**config.mk**
```make
export PLATFORM = sky130hd
export DESIGN_NAME = memory_arbiter
export DESIGN_NICKNAME = d
export VERILOG_FILES = /design/src/rtl/cpu_types_pkg.sv /design/src/rtl/memory_arbiter.sv
export SDC_FILE = /design/constraint.sdc
export NUM_CORES = 1
export LEC_CHECK = 0
export CORE_AREA = 2 2 105 107
export CTS_CLUSTER_DIAMETER = 100
export CTS_CLUSTER_SIZE = 12
export DETAILED_ROUTE_END_ITERATION = 12
export DIE_AREA = 0 0 107 109
export GPL_TIMING_DRIVEN = 0
export PLACE_DENSITY = 0.82
export SLEW_MARGIN = 40
export SYNTH_ARGS = -nofsm -noshare
export SYNTH_HDL_FRONTEND = slang
export SYNTH_SLANG_ARGS = --single-unit
export TNS_END_PERCENT = 30
```
**constraint.sdc**
```tcl
create_clock -name CLK -period 3.6 [get_ports CLK]
set_input_delay 0.54 -clock CLK [delete_from_list [all_inputs] [get_ports CLK]]
set_output_delay 0.54 -clock CLK [all_outputs]
set_load 0.005 [all_outputs]
```
**src/rtl/cpu_types_pkg.sv**
```systemverilog
// Shared CPU datapath types: RAM word/handshake plus the memory arbiter FSM and grant encodings.
package cpu_types_pkg;

   typedef logic [31:0] word_t;

   typedef enum logic [1:0] {FREE, BUSY, ACCESS, ERROR} ramstate_t;

   typedef enum logic [1:0] {IDLE, DSERV, ISERV, RESP} arb_state_t;

   typedef enum logic {GNT_I, GNT_D} grant_t;

endpackage

```
**src/rtl/memory_arbiter.sv**
```systemverilog
// Single RAM port shared between instruction fetch and data access, data first.
// Define ARB_FAIR_EN to let a waiting fetch through after FAIR_LIMIT back-to-back data grants.
module memory_arbiter
   import cpu_types_pkg::*;
#(
   parameter int WORD_W     = 32,
   parameter int TIMEOUT    = 15,
   parameter int FAIR_LIMIT = 4
) (
   input  logic              CLK,
   input  logic              RST,
   input  logic              iREN,
   input  logic [WORD_W-1:0] iaddr,
   output logic [WORD_W-1:0] iload,
   output logic              ihit,
   input  logic              dREN,
   input  logic              dWEN,
   input  logic [WORD_W-1:0] daddr,
   input  logic [WORD_W-1:0] dstore,
   output logic [WORD_W-1:0] dload,
   output logic              dhit,
   output logic              ramREN,
   output logic              ramWEN,
   output logic [WORD_W-1:0] ramaddr,
   output logic [WORD_W-1:0] ramstore,
   input  logic [WORD_W-1:0] ramload,
   input  ramstate_t         ramstate,
   output logic              memerr
);

   localparam int CNT_W = $clog2(TIMEOUT + 1);

   arb_state_t       state, state_n;
   grant_t           gnt, gnt_n;
   logic [CNT_W-1:0] svc_cnt;
   logic             in_serv, dreq, req_live, fair_take, latch, abort_err;

`ifdef ARB_FAIR_EN
   localparam int FAIR_W = $clog2(FAIR_LIMIT + 1);
   logic [FAIR_W-1:0] fair_cnt;
`endif

   always_comb begin
      dreq      = dREN | dWEN;
      in_serv   = (state == DSERV) || (state == ISERV);
      req_live  = (gnt == GNT_D) ? dreq : iREN;
`ifdef ARB_FAIR_EN
      fair_take = iREN && (fair_cnt == FAIR_W'(FAIR_LIMIT));
`else
      fair_take = 1'b0;
`endif
      state_n   = state;
      gnt_n     = gnt;
      latch     = 1'b0;
      abort_err = 1'b0;
      case (state)
         IDLE: begin
            if (dreq && !fair_take) begin
               gnt_n   = GNT_D;
               state_n = DSERV;
            end else if (iREN) begin
               gnt_n   = GNT_I;
               state_n = ISERV;
            end
         end
         DSERV, ISERV: begin
            // Withdrawal beats a completing RAM cycle: the requester no longer wants the word.
            if (!req_live) begin
               state_n = IDLE;
            end else if (ramstate == ACCESS) begin
               state_n = RESP;
               latch   = 1'b1;
            end else if (ramstate == ERROR || svc_cnt == CNT_W'(TIMEOUT - 1)) begin
               state_n   = IDLE;
               abort_err = 1'b1;
            end
         end
         default: state_n = IDLE;
      endcase

      ramREN   = in_serv && ((gnt == GNT_D) ? (dREN && !dWEN) : iREN);
      ramWEN   = in_serv && (gnt == GNT_D) && dWEN;
      ramaddr  = in_serv ? ((gnt == GNT_D) ? daddr : iaddr) : '0;
      ramstore = ramWEN ? dstore : '0;
      ihit     = (state == RESP) && (gnt == GNT_I);
      dhit     = (state == RESP) && (gnt == GNT_D);
   end

   always_ff @(posedge CLK or posedge RST) begin
      if (RST) begin
         state   <= IDLE;
         gnt     <= GNT_I;
         svc_cnt <= '0;
         iload   <= '0;
         dload   <= '0;
         memerr  <= 1'b0;
`ifdef ARB_FAIR_EN
         fair_cnt <= '0;
`endif
      end else begin
         state   <= state_n;
         gnt     <= gnt_n;
         // Service always starts from IDLE, so clearing outside service restarts the count on entry.
         svc_cnt <= in_serv ? svc_cnt + CNT_W'(1) : '0;
         if (latch && gnt == GNT_I)           iload  <= ramload;
         if (latch && gnt == GNT_D && !dWEN)  dload  <= ramload;
         if (abort_err)                       memerr <= 1'b1;
`ifdef ARB_FAIR_EN
         if (!iREN || (state == IDLE && state_n == ISERV))
            fair_cnt <= '0;
         else if (state == IDLE && state_n == DSERV)
            fair_cnt <= fair_cnt + FAIR_W'(1);
`endif
      end
   end

endmodule

```
==> results.yml <==
logic_synthesis:
  syn_area_per_cell_um2: 12.3
  ys_types: 32
  synth_nets: 437
  synth_area_um2: 3670
  yosysWarnings: 0
  synth_cells: 298
  ys_seq_area_frac: 0.490
  yosys_register_bits: 72
timing:
  fin_crit_ns: 3.08
  drv_slew: 0
  final-hold-violation-count: 0
  relSlewSlack: 0.715
  setup_viol: 0
  fin_crit_sh: 0.856
  grt_setup_unrepaired: "false"
  hold_slack_ns: 0.486
  setup_ws_ns: 0.519
  max_clock_freq_ghz: 0.325
  worst_clock_skew_ns: 0.00432
  tns_ns: 0
  worst_pin_slew_ns: 0.428
worst_setup_path:
  cp-end-kind: "output port"
  worstPathRequired_ns: 3.06
  regToRegSetupSlack_ns: 1.68
  worstSetupStartpointType: "flip-flop"
  cp.arrival_ns: 2.54
  cp_max_fo: 10
  crit_type: "flip-flop to output port"
global_route:
  grt_max_degree: 41
  antenna_found_initial: 0
  overflow: 0
  grt_usage: 0.192
  grt_pass1_wl_um: 17400
  first_global_vias: 3422
detailed_routing:
  avgRoutedWirePerCell_um: 16.0
  drt_wl_total_um: 11500
  drt_first_pass_iters: 4
  detailroute.via_count: 3322
  drc: 0
  drtIter0Drc: 105
  viasPerCell: 4.61
  final_antenna_net_count: 0
cts:
  htreeDepth: 3
  hold_buffers: 0
  clk_path_buf_depth: 2
  postCtsSetupBuffers: 0
  insertion_delay_ns: 0.34
  clk_pin_slew_worst_paths_ns: 0.08
  cts.sinks: 72
  root_buffer: "clkbuf_8"
  cts.repair.resized: 0
  numCtsBuffers: 9
  cts_tree: "yes"
floorplanning:
  start_util: 0.346
  dieWidth_um: 107
  pin_count: 268
  design.die.area_um2: 11700
  row_count: 38
  die_y_um: 109
  core_area_um2: 10600
placed_design:
  dp_hpwl_um: 9500
  gp_congestion: 0.758
  place_ws_ns: 0.632
  io_buffers: 267
min_path:
  hold_class: "flip-flop to flip-flop"
power:
  p_leak_nw: 2.95
  power_switching_mw: 1.38
  combPwrFrac: 0.551
  peakVddDrop_mv: 0.327
  totalPowerFinal_mw: 4.81
  switching_share: 0.287
  clkPwrFrac: 0.170
  pwr-share-seq: 0.279
  p_int_mw: 3.43
  power.density_nw_per_um2: 707
layout:
  regArea_um2: 1800
  multi_input_area_um2: 1740
  fillers: 851
  area_delta_synth_final_pct: 85.1
  diodes: 0
  drive_above_1_share: 0.117
  finalNetCount: 716
flow_run:
  maxCapViolCount: 0
status:
  status: "finished clean"
[flip-flops by register name, indices dropped and copies added, names as in the netlist]
name,cells
dload,32
gnt,1
iload,32
memerr,1
state,2
svc_cnt,4
[through the flow]
stage,cell area (µm²),util,cells
2_1_floorplan,3670,-,298
3_3_place_gp,6520,0.615,705
3_5_place_dp,6540,0.617,706
4_1_cts,6800,0.641,721
5_1_grt,6800,0.641,721
6_report,6800,0.641,721
[power by group through the flow]
stage          logic (mW)  clock network [mW]  registers, mW
6_report             2.65               0.817           1.34
5_1_grt              2.86               0.872           1.39
4_1_cts              2.69               0.845           1.35
3_5_place_dp         2.68                   0           1.36
3_3_place_gp         2.61                   0           1.34
2_1_floorplan        1.01                   0           1.37
[layout by cell type (no fill, tap or decap), types with 2 or more instances in the layout]
master	netlist	layout
nand3b_1	2	2
and2_1	35	35
dfrtp_1	72	72
clkbuf_1	6	6
buf_2	4	4
clkdlybuf4s50_1	0	267
ha_1	4	4
nor2_2	2	2
nor2b_1	35	35
inv_1	5	4
a31oi_1	2	2
nand3_1	4	4
a21oi_2	2	2
mux2_1	30	30
bufinv_16	0	4
nand2_1	4	4
buf_6	4	4
mux2_2	34	34
clkbuf_8	0	9
nor2_1	4	4
mux2i_1	32	32
o21ai_0	2	2
buf_4	3	3
[metal layers]
metal  share of wire  vias to the layer above  track usage
met2            0.54                      126        0.341
li1                -                     1572            -
met1            0.39                     1608        0.229
met3           0.061                       16       0.0520
met5               0                        -            0
met4           0.014                        0       0.0557
[synth_stat cells]
cell type | count | area (µm²)
xnor2_1 | 1 | 8.76
nand2_1 | 4 | 15.0
buf_4 | 3 | 22.5
o21a_2 | 1 | 8.76
mux2i_1 | 32 | 320
buf_6 | 4 | 45.0
a21boi_0 | 1 | 7.51
a31oi_1 | 2 | 12.5
a21oi_2 | 2 | 17.5
or3b_4 | 1 | 11.3
dfrtp_1 | 72 | 1800
xor2_1 | 1 | 8.76
ha_1 | 4 | 50.1
nor4b_1 | 1 | 8.76
inv_1 | 5 | 18.8
or3b_1 | 1 | 8.76
o21bai_1 | 1 | 7.51
mux2_2 | 34 | 383
buf_2 | 4 | 20.0
o21ai_0 | 2 | 10.0
nor2_1 | 4 | 15.0
and3_1 | 1 | 6.26
a21oi_1 | 1 | 5.00
o2bb2ai_1 | 1 | 8.76
clkbuf_1 | 6 | 22.5
nand3b_1 | 2 | 15.0
mux2_1 | 30 | 338
nand3_1 | 4 | 20.0
nor2_2 | 2 | 12.5
nor2b_1 | 35 | 219
and2_1 | 35 | 219
nand2b_1 | 1 | 6.26
[critical path, stage by stage, from the launching register on]
cell and delay [ns]:
dfrtp_1 0.37, inv_1 0.06, ha_1 0.34, clkbuf_1 0.33, clkbuf_1 0.33, nor2b_1 0.22, clkdlybuf4s50_1 0.55
[final cells by class]
class | instances | share of cell area
multi-input combinational | 204 | 0.256
inverter | 5 | 0.00313
clock inverter | 6 | 0.0195
buffer | 17 | 0.0162
sequential | 72 | 0.265
clock buffer | 9 | 0.0182
tap | 140 | 0.0258
timing repair buffer | 268 | 0.396
[cell families after synthesis]
family / Yosys count / share of synthesized area
DFF: 72 / 0.490
buffers and inverters: 22 / 0.0351
xor gates and xnor gates: 2 / 0.00477
and+or+nand+nor: 91 / 0.152
muxes: 96 / 0.283
adders and majority gates: 4 / 0.0136
AOI/OAI and AO/OA: 11 / 0.0211
[final timing paths]
path                       cells after the start      start          end
max                                            6   state[1]  ramaddr[12]
min                                            1  dload[29]    dload[29]
max reg2reg                                    6   state[1]    dload[25]
min reg2reg                                    1  dload[29]    dload[29]
max in group asynchronous                      3        RST    dload[26]
min in group asynchronous                      2        RST     iload[7]
Power figures use the tool's default switching activity.
